<file path="config.mk">
export PLATFORM = sky130hd
export DESIGN_NAME = pipeline_ctrl
export DESIGN_NICKNAME = d
export VERILOG_FILES = /design/src/rtl/pipeline_ctrl_pkg.sv /design/src/rtl/pipeline_ctrl_fwd_sel.sv /design/src/rtl/pipeline_ctrl.sv
export SDC_FILE = /design/constraint.sdc
export NUM_CORES = 1
export LEC_CHECK = 0
export ABC_AREA = 1
export CAP_MARGIN = 20
export CORE_MARGIN = 2
export CORE_UTILIZATION = 40
export DETAILED_ROUTE_END_ITERATION = 6
export GPL_TIMING_DRIVEN = 0
export SKIP_CTS_REPAIR_TIMING = 1
export SYNTH_ARGS = -nofsm -noshare
export SYNTH_HDL_FRONTEND = slang
export SYNTH_SLANG_ARGS = --single-unit
</file>
<file path="constraint.sdc">
create_clock -name clk -period 2.7 [get_ports clk]
set_clock_uncertainty 0.15 [all_clocks]
set_input_delay 0.405 -clock clk [delete_from_list [all_inputs] [get_ports clk]]
set_output_delay 0.405 -clock clk [all_outputs]
set_load 0.02 [all_outputs]
</file>
<file path="src/rtl/pipeline_ctrl_pkg.sv">
// Purpose: shared constants and types for the 5-stage pipeline hazard controller.
// Latency: n/a (declarations only).
// Backpressure: n/a (declarations only).
package pipeline_ctrl_pkg;

    localparam logic ON  = 1'b1;
    localparam logic OFF = 1'b0;

    localparam int REG_ADDR_WIDTH = 5;

    // EX operand source select encodings
    localparam logic [1:0] FWD_RF    = 2'b00;
    localparam logic [1:0] FWD_EXMEM = 2'b01;
    localparam logic [1:0] FWD_MEMWB = 2'b10;

    // Per-cycle controller action, strongest first: busy > jump > load-use > normal
    typedef enum logic [1:0] {
        MODE_NORMAL = 2'd0,
        MODE_LU     = 2'd1,
        MODE_JUMP   = 2'd2,
        MODE_BUSY   = 2'd3
    } ctrl_mode_e;

endpackage

</file>
<file path="src/rtl/pipeline_ctrl_fwd_sel.sv">
// Purpose: EX operand forward select for one source operand.
// Latency: combinational, zero cycles.
// Backpressure: none; pure function of the shadow records.
//
// Ports: ex_v/ex_rs_re/ex_rs describe the EX consumer; mem_* and wb_* describe
// the producers in MEM and WB; sel is the FWD_* source code.
module pipeline_ctrl_fwd_sel
    import pipeline_ctrl_pkg::*;
#(
    parameter int AW = REG_ADDR_WIDTH
) (
    input  logic          ex_v,
    input  logic          ex_rs_re,
    input  logic [AW-1:0] ex_rs,
    input  logic          mem_v,
    input  logic          mem_rd_we,
    input  logic          mem_mem_re,
    input  logic [AW-1:0] mem_rd,
    input  logic          wb_v,
    input  logic          wb_rd_we,
    input  logic [AW-1:0] wb_rd,
    output logic [1:0]    sel
);

    logic use_rs;
    logic mem_hit;
    logic wb_hit;

    always_comb begin
        // Checking the consumer's address against x0 is equivalent to checking
        // the producer's rd, since a hit requires them to be equal.
        use_rs  = ex_v && ex_rs_re && (ex_rs != '0);
        // A load in MEM has no data yet; that case is covered by the LU bubble.
        mem_hit = mem_v && mem_rd_we && !mem_mem_re && (mem_rd == ex_rs);
        wb_hit  = wb_v && wb_rd_we && (wb_rd == ex_rs);

        sel = FWD_RF;
        if (use_rs && mem_hit) begin
            sel = FWD_EXMEM;   // younger result wins
        end else if (use_rs && wb_hit) begin
            sel = FWD_MEMWB;
        end
    end

endmodule

</file>
<file path="src/rtl/pipeline_ctrl.sv">
// Purpose: hazard/sequencing controller: stalls, flushes, EX forward selects, stall counter.
// Latency: control outputs combinational; shadow records and stall_cnt update on the clk edge.
// Backpressure: mem_busy freezes the whole pipe; load-use holds IF/ID and bubbles EX.
//
// Ports: ID-stage fields (id_*), ex_jump and mem_busy in; stall_if/id/ex/mem,
// flush_id/ex, fwd_rs1_sel/fwd_rs2_sel and stall_cnt out.
module pipeline_ctrl
    import pipeline_ctrl_pkg::*;
#(
    parameter int REG_AW = REG_ADDR_WIDTH,
    parameter int CNT_W  = 32
) (
    input  logic              clk,
    input  logic              rst_n,
    input  logic              id_valid,
    input  logic [REG_AW-1:0] id_rs1_addr,
    input  logic [REG_AW-1:0] id_rs2_addr,
    input  logic              id_rs1_re,
    input  logic              id_rs2_re,
    input  logic              id_rd_we,
    input  logic              id_mem_re,
    input  logic [REG_AW-1:0] id_rd_addr,
    input  logic              ex_jump,
    input  logic              mem_busy,
    output logic              stall_if,
    output logic              stall_id,
    output logic              stall_ex,
    output logic              stall_mem,
    output logic              flush_id,
    output logic              flush_ex,
    output logic [1:0]        fwd_rs1_sel,
    output logic [1:0]        fwd_rs2_sel,
    output logic [CNT_W-1:0]  stall_cnt
);

    typedef struct packed {
        logic              v;
        logic [REG_AW-1:0] rs1;
        logic [REG_AW-1:0] rs2;
        logic              rs1_re;
        logic              rs2_re;
        logic [REG_AW-1:0] rd;
        logic              rd_we;
        logic              mem_re;
    } ex_rec_t;

    typedef struct packed {
        logic              v;
        logic [REG_AW-1:0] rd;
        logic              rd_we;
        logic              mem_re;
    } mem_rec_t;

    typedef struct packed {
        logic              v;
        logic [REG_AW-1:0] rd;
        logic              rd_we;
    } wb_rec_t;

    ex_rec_t    ex_q,  ex_d;
    mem_rec_t   mem_q, mem_d;
    wb_rec_t    wb_q,  wb_d;
    ctrl_mode_e mode;
    logic       rs1_hit;
    logic       rs2_hit;
    logic       lu_hit;

    // Load-use: a load in EX writes a register the ID instruction reads.
    always_comb begin
        rs1_hit = id_rs1_re && (id_rs1_addr == ex_q.rd);
        rs2_hit = id_rs2_re && (id_rs2_addr == ex_q.rd);
        lu_hit  = id_valid && ex_q.v && ex_q.mem_re && ex_q.rd_we &&
                  (ex_q.rd != '0) && (rs1_hit || rs2_hit);
    end

    // While in reset every control output is forced quiet, even with mem_busy
    // or ex_jump still asserted by upstream.
    always_comb begin
        mode = MODE_NORMAL;
        if (rst_n) begin
            if (mem_busy) begin
                mode = MODE_BUSY;
            end else if (ex_jump) begin
                mode = MODE_JUMP;
            end else if (lu_hit) begin
                mode = MODE_LU;
            end
        end
    end

    // Control outputs and next shadow records
    always_comb begin
        stall_if  = OFF;
        stall_id  = OFF;
        stall_ex  = OFF;
        stall_mem = OFF;
        flush_id  = OFF;
        flush_ex  = OFF;

        ex_d.v      = id_valid;
        ex_d.rs1    = id_rs1_addr;
        ex_d.rs2    = id_rs2_addr;
        ex_d.rs1_re = id_rs1_re;
        ex_d.rs2_re = id_rs2_re;
        ex_d.rd     = id_rd_addr;
        ex_d.rd_we  = id_rd_we;
        ex_d.mem_re = id_mem_re;

        mem_d.v      = ex_q.v;
        mem_d.rd     = ex_q.rd;
        mem_d.rd_we  = ex_q.rd_we;
        mem_d.mem_re = ex_q.mem_re;

        wb_d.v     = mem_q.v;
        wb_d.rd    = mem_q.rd;
        wb_d.rd_we = mem_q.rd_we;

        unique case (mode)
            MODE_BUSY: begin
                stall_if  = ON;
                stall_id  = ON;
                stall_ex  = ON;
                stall_mem = ON;
                ex_d      = ex_q;
                mem_d     = mem_q;
                // The regfile is write-through, so the WB result is already
                // readable and must not be forwarded a second time.
                wb_d      = wb_q;
                wb_d.v    = OFF;
            end
            MODE_JUMP: begin
                flush_id = ON;
                flush_ex = ON;
                ex_d     = '0;
            end
            MODE_LU: begin
                stall_if = ON;
                stall_id = ON;
                flush_ex = ON;
                ex_d     = '0;
            end
            default: begin
            end
        endcase
    end

    always_ff @(posedge clk or negedge rst_n) begin
        if (!rst_n) begin
            ex_q      <= '0;
            mem_q     <= '0;
            wb_q      <= '0;
            stall_cnt <= '0;
        end else begin
            ex_q  <= ex_d;
            mem_q <= mem_d;
            wb_q  <= wb_d;
            if (stall_id) begin
                stall_cnt <= stall_cnt + CNT_W'(1);   // wraps, no saturation
            end
        end
    end

    pipeline_ctrl_fwd_sel #(.AW(REG_AW)) u_fwd_rs1 (
        .ex_v       (ex_q.v),
        .ex_rs_re   (ex_q.rs1_re),
        .ex_rs      (ex_q.rs1),
        .mem_v      (mem_q.v),
        .mem_rd_we  (mem_q.rd_we),
        .mem_mem_re (mem_q.mem_re),
        .mem_rd     (mem_q.rd),
        .wb_v       (wb_q.v),
        .wb_rd_we   (wb_q.rd_we),
        .wb_rd      (wb_q.rd),
        .sel        (fwd_rs1_sel)
    );

    pipeline_ctrl_fwd_sel #(.AW(REG_AW)) u_fwd_rs2 (
        .ex_v       (ex_q.v),
        .ex_rs_re   (ex_q.rs2_re),
        .ex_rs      (ex_q.rs2),
        .mem_v      (mem_q.v),
        .mem_rd_we  (mem_q.rd_we),
        .mem_mem_re (mem_q.mem_re),
        .mem_rd     (mem_q.rd),
        .wb_v       (wb_q.v),
        .wb_rd_we   (wb_q.rd_we),
        .wb_rd      (wb_q.rd),
        .sel        (fwd_rs2_sel)
    );

endmodule
</file>
=== After elaboration in Yosys (flattened, before gate mapping) ===
Index checks and enable logic that the tools add are counted.

* Output and inout port bits: 42
* Register bits: 67
* Input bits: 24

* Reductions and logical operators: 29
* Eq/ne operators: 9
* Add/subtract/negate cells: 1
* Multiplexer cells: 14

{| class="wikitable"
|+ Operator list
! cell !! count
|-
| 20-bit one-hot mux with 2 select lines || 1
|-
| 32-bit by 1-bit adder with 32-bit output, second input constant || 1
|-
| 5-bit equality test || 6
|-
| 1-bit logical AND || 22
|-
| 5-bit nonzero test || 3
|-
| 2-bit 2-to-1 mux || 7
|-
| 7-bit 2-to-1 mux || 1
|-
| 1-bit 2-to-1 mux || 5
|-
| 2-bit equality test, second input constant || 2
|-
| 2-bit OR reduction || 2
|-
| 2-bit by 1-bit equality test with 1-bit output, second input constant || 1
|-
| 1-bit zero test || 1
|-
| 1-bit logical OR || 1
|}

=== Logic depth before layout (Yosys ltp) ===
* Depth after elaboration: 12
* Depth in mapped cells: 17

=== Cells and area by module ===
Synthesis repeated with hierarchy kept, for this count alone.

* Cell total of the unflattened synthesis: 657
* Area total of the unflattened synthesis: 4320.4 um2

{| class="wikitable"
|+ Modules (own cells, without submodules)
! module !! seq. area each (um2) !! instances !! area each (um2) !! cells each
|-
| pipeline_ctrl || 1676.6 || 1 || 3834.9 || 537
|-
| pipeline_ctrl_fwd_sel || 0.0 || 2 || 242.7 || 60
|}

=== Least setup slack after synthesis ===
Ideal clock, no wire load.

* Path type: flip-flop to flip-flop
* From: reg ex_q[6] (netlist name)
* To: reg ex_q[0] (netlist name)
* Data arrival time: 2.265 ns
* Cell stages (with the launch flop): 15
* Slack: 0.154 ns
* Path buffers: 2
* Path through: dfrtp_1 -> inv_1 -> nand3_1 -> nor3_1 -> nor2_1 -> nand2_1 -> nand2_4 -> nand2_4 -> buf_2 -> inv_1 -> ha_1 -> clkinv_1 -> buf_1 -> nand3_1 -> o21ai_0

* Word-level cells in the longest chain between the ends: 11
* Elaborated cells between the ends (all ways): 17
* Classes of those cells: 5 x eq/ne; 5 x mux; 7 x reduce/logical

{| class="wikitable"
|+ Ends and longest elaborated chain
! what !! RTL line !! text
|-
| from (decl) || pipeline_ctrl.sv:60 || <nowiki>ex_rec_t ex_q, ex_d;</nowiki>
|-
| from (signal assigned) || pipeline_ctrl.sv:149 || <nowiki>ex_q <= '0;</nowiki>
|-
| from (signal assigned) || pipeline_ctrl.sv:154 || <nowiki>ex_q <= ex_d;</nowiki>
|-
| 5-bit equality test (on tied branches) || pipeline_ctrl.sv:70, pipeline_ctrl.sv:71 ||
|-
| 1-bit logical AND (on tied branches) || pipeline_ctrl.sv:70, pipeline_ctrl.sv:71 ||
|-
| 1-bit logical OR || pipeline_ctrl.sv:73 || <nowiki>(ex_q.rd != '0) && (rs1_hit || rs2_hit);</nowiki>
|-
| 1-bit logical AND * || pipeline_ctrl.sv:73 ||
|-
| 1-bit 2-to-1 mux * || pipeline_ctrl.sv:85 || <nowiki>end else if (lu_hit) begin</nowiki>
|-
| 2-bit 2-to-1 mux * || pipeline_ctrl.sv:83 || <nowiki>end else if (ex_jump) begin</nowiki>
|-
| 2-bit 2-to-1 mux * || pipeline_ctrl.sv:81 || <nowiki>if (mem_busy) begin</nowiki>
|-
| 2-bit 2-to-1 mux * || pipeline_ctrl.sv:80 || <nowiki>if (rst_n) begin</nowiki>
|-
| 2-bit by 1-bit equality test with 1-bit output or 2-bit equality test (tied branches) || pipeline_ctrl.sv:118 || <nowiki>unique case (mode)</nowiki>
|-
| 2-bit OR reduction (no source line) || - ||
|-
| 20-bit one-hot mux with 2 select lines || pipeline_ctrl.sv:118 ||
|}

Every way passes the cells marked *; elsewhere a longest branch is shown, timed or not.
A chain may end at the register's enable or synchronous reset.

=== Worst setup path in the final report ===
* From: in ex_jump
* To: out flush_id

* Word-level cells in the longest chain between the ends: 5

{| class="wikitable"
|+ Ends and longest elaborated chain
! what !! RTL line !! text
|-
| from (decl) || pipeline_ctrl.sv:23 || <nowiki>input logic ex_jump,</nowiki>
|-
| 2-bit 2-to-1 mux || pipeline_ctrl.sv:83 ||
|-
| 2-bit 2-to-1 mux || pipeline_ctrl.sv:81 ||
|-
| 2-bit 2-to-1 mux || pipeline_ctrl.sv:80 ||
|-
| 2-bit equality test || pipeline_ctrl.sv:118 ||
|-
| 1-bit 2-to-1 mux || pipeline_ctrl.sv:118 ||
|-
| to (decl) || pipeline_ctrl.sv:29 || <nowiki>output logic flush_id,</nowiki>
|}

No other way between the ends.

==> out/results.ini <==
[global_route]
grt_use_met1=0.343
grt_pass1_wl_mm=19.3
grt_use_met2=0.316
grt.met3_usage=0.0291
grt_max_degree=70
grt_pass1_vias=3750
track_usage=0.222
busiest_layer=met1
grt_antenna_before_repair=0
grt_overflow=0

[timing]
fmaxAchievable_ghz=0.379
timing.hold.ws_ns=0.246
hold_viol=0
period_needed_ns=2.64
worst_slew_pin_slew_ns=0.589
final-setup-viol-count=0
final-max-slew-violation-count=0
fin_ws_ns=0.0648
relSlewSlack=0.607
layout_worst_path_cycle_share=0.976

[cts]
clk_pin_slew_ns=0.08
cts.sink_count=67
cts_made_buffers=9
cts-htree-levels=3
insertion_delay_ns=0.35
cts_tree=done
clockBufferDepth=2
cts_root_buf=clkbuf_8

[synthesis]
synth_flop_cell=dfrtp_1
synthCells=584
synth.area.top_cells=dfrtp_1 41%, nand2_1 20%, nand3_1 7.9%
synth_area_um2=4100
ys_seq_elements=67
syn_avg_cell_area_um2=7.02
yosysUniqueCellTypes=30
synth-xor-area-share=0.0534
async_reset_ff_frac=1.00
ys.warnings.count=0
syn-num-nets=612
synth-compound-area-share=0.0458
synth_top_family_by_area=simple AND/OR/NAND/NOR gates
synth_fa_ha_area_frac=0.0122
synthMuxAreaShare=0
yosys.area.top_type=dfrtp_1
synth_edf_count=0
seq_area_frac_synth=0.409
synthDominantCellAreaShare=0.409
yosys.area_share.simple=0.403

[power]
p_int_mw=1.88
p_switching_uw=834
p_comb_frac=0.194
pwr-share-clk=0.365
power_frac_seq=0.441
p_leak_nw=2.59
powerDensity_nw_per_um2=505
ir_drop_mv=0.330
swShare=0.307
finalPower_mw=2.72

[drt]
ant_nets=0
firstDrtPassIters=4
wl_per_cell_um=14.8
via_per_inst=5.00
drc=0
drt_iter0_drc=284
vias=4045
routed_wirelength_mm=12.0

[place]
hpwl_mm=8.59
io_buffers=65
dp_worst_setup_slack_ns=-0.808
placedCellCount=783
gp_congestion=0.892

[critical_path]
required_ns=2.14
cp_slowest_stage_delay_ns=0.47
crit_chain=clkdlybuf4s50_1 -> nor3_2 -> nand3_1 -> nor2_1 -> nand2_1 -> nand2_4 -> nand2_8 -> ha_1 -> dlymetal6s2s_1
slowest_stage=clkdlybuf4s50_1
arrival_ns=2.08
critPathCaptureType=output pin
start_kind=input port
r2r_slack_ns=0.23
path_class=input port to output pin
cp_max_fo=10

[floorplanning]
core-area_um2=9860
die_h_um=105
dieWidth_um=105
die_area_um2=11100
start_util=0.416
io_pins=66
rows=36

[finish]
final_cells=809
area_delta_synth_final_pct=31.3
num-nets-final=699
n_antenna_cell=0
fin_util=0.546
n_fill_cell=965
drive_above_1_share=0.102

[outcome]
status=completed

[min_path]
hold_path_class=input port to flop

[flow_run]
maxCapViolCount=0

-- state kept, by name (all words and copies together) (netlist names) --
| signal | count |
|---|---|
| stall_cnt | 32 |
| mem_q | 8 |
| ex_q | 20 |
| wb_q | 7 |
-- cells in the mapped netlist (3+ instances only) --
library cell	n
clkbuf_1	7
nand3_1	65
ha_1	4
nand2_1	218
nand3b_1	10
clkinv_1	3
nor2_1	53
o21ai_0	30
dfrtp_1	67
buf_2	7
nand4_1	5
xor2_1	13
xnor2_1	12
inv_1	49
nor2_2	8
nor2_4	3
buf_4	3
a21oi_1	3
nor3_1	9
-- power groups by stage --
stage                     combinational, mW  sequential, mW  clock, mW
final                                 0.528            1.20      0.991
after floorplan                       0.268            1.22          0
after detailed placement              0.498            1.22          0
after CTS                             0.502            1.20       1.01
after global placement                0.488            1.22          0
after global routing                  0.592            1.21       1.05
-- worst max-delay path: cells and delay by family --
kind	cells	cell delay (ns)
buf+inv	2	0.68
simple gates	6	0.74
fa+ha+maj	1	0.24
-- cell type report --
class	instances	area, µm²	area share
clock inverter	4	72.6	0.0135
timing repair buffer	78	835	0.155
multi-input combinational	443	2160	0.400
inverter	54	214	0.0397
buffer	18	109	0.0202
clock buffer	12	155	0.0288
sequential	67	1680	0.311
tap	133	166	0.0309
-- kinds of logic after synthesis --
kind of cell	count (synthesis)
buffers and inverters	74
AND/OR/NAND/NOR	378
adder cells (fa/ha/maj)	4
AO/OA/AOI/OAI	36
flip-flops	67
XOR/XNOR	25
-- cells in the final DEF (no fill, tap or decap), drive strengths merged --
| cell | netlist | layout |
|---|---|---|
| a21oi | 3 | 3 |
| and3 | 1 | 1 |
| buf | 13 | 23 |
| bufinv | 0 | 2 |
| clkbuf | 7 | 21 |
| clkdlybuf4s50 | 0 | 48 |
| clkinv | 3 | 3 |
| clkinvlp | 0 | 2 |
| dfrtp | 67 | 67 |
| dlygate4sd3 | 0 | 2 |
| dlymetal6s2s | 0 | 14 |
| ha | 4 | 4 |
| inv | 51 | 51 |
| nand2 | 221 | 221 |
| nand3 | 68 | 68 |
| nand3b | 10 | 10 |
| nand4 | 5 | 5 |
| nor2 | 64 | 64 |
| nor3 | 9 | 9 |
| o211ai | 1 | 1 |
| o21ai | 30 | 30 |
| o31ai | 2 | 2 |
| xnor2 | 12 | 12 |
| xor2 | 13 | 13 |
-- metrics by stage --
step | TNS [ns] | area, µm²
2_1_floorplan | 0 | 4100
5_1_grt | -0.0148 | 5380
4_1_cts | -15.43 | 5170
6_report | 0 | 5380
3_5_place_dp | -26.74 | 4940
3_3_place_gp | -274.52 | 4920
-- path summary, 6_finish.rpt --
path / endpoint / startpoint / cells past startpoint
setup / recovery: flush_id / ex_jump / 9
max in group asynchronous: ex_q[17] / rst_n / 4
setup reg to reg: ex_q[0] / ex_q[5] / 15
min in group asynchronous: stall_cnt[30] / rst_n / 3
hold / removal: ex_q[11] / id_rs2_addr[2] / 3
hold reg to reg: mem_q[1] / mem_q[1] / 2
-- routing by layer --
layer | share of wire | vias to the layer above
li1 | - | 2018
met1 | 0.52 | 1936
met3 | 0.031 | 11
met5 | 0 | -
met4 | 0.0090 | 0
met2 | 0.44 | 80
Note: power is estimated with default switching activity, not from simulation.
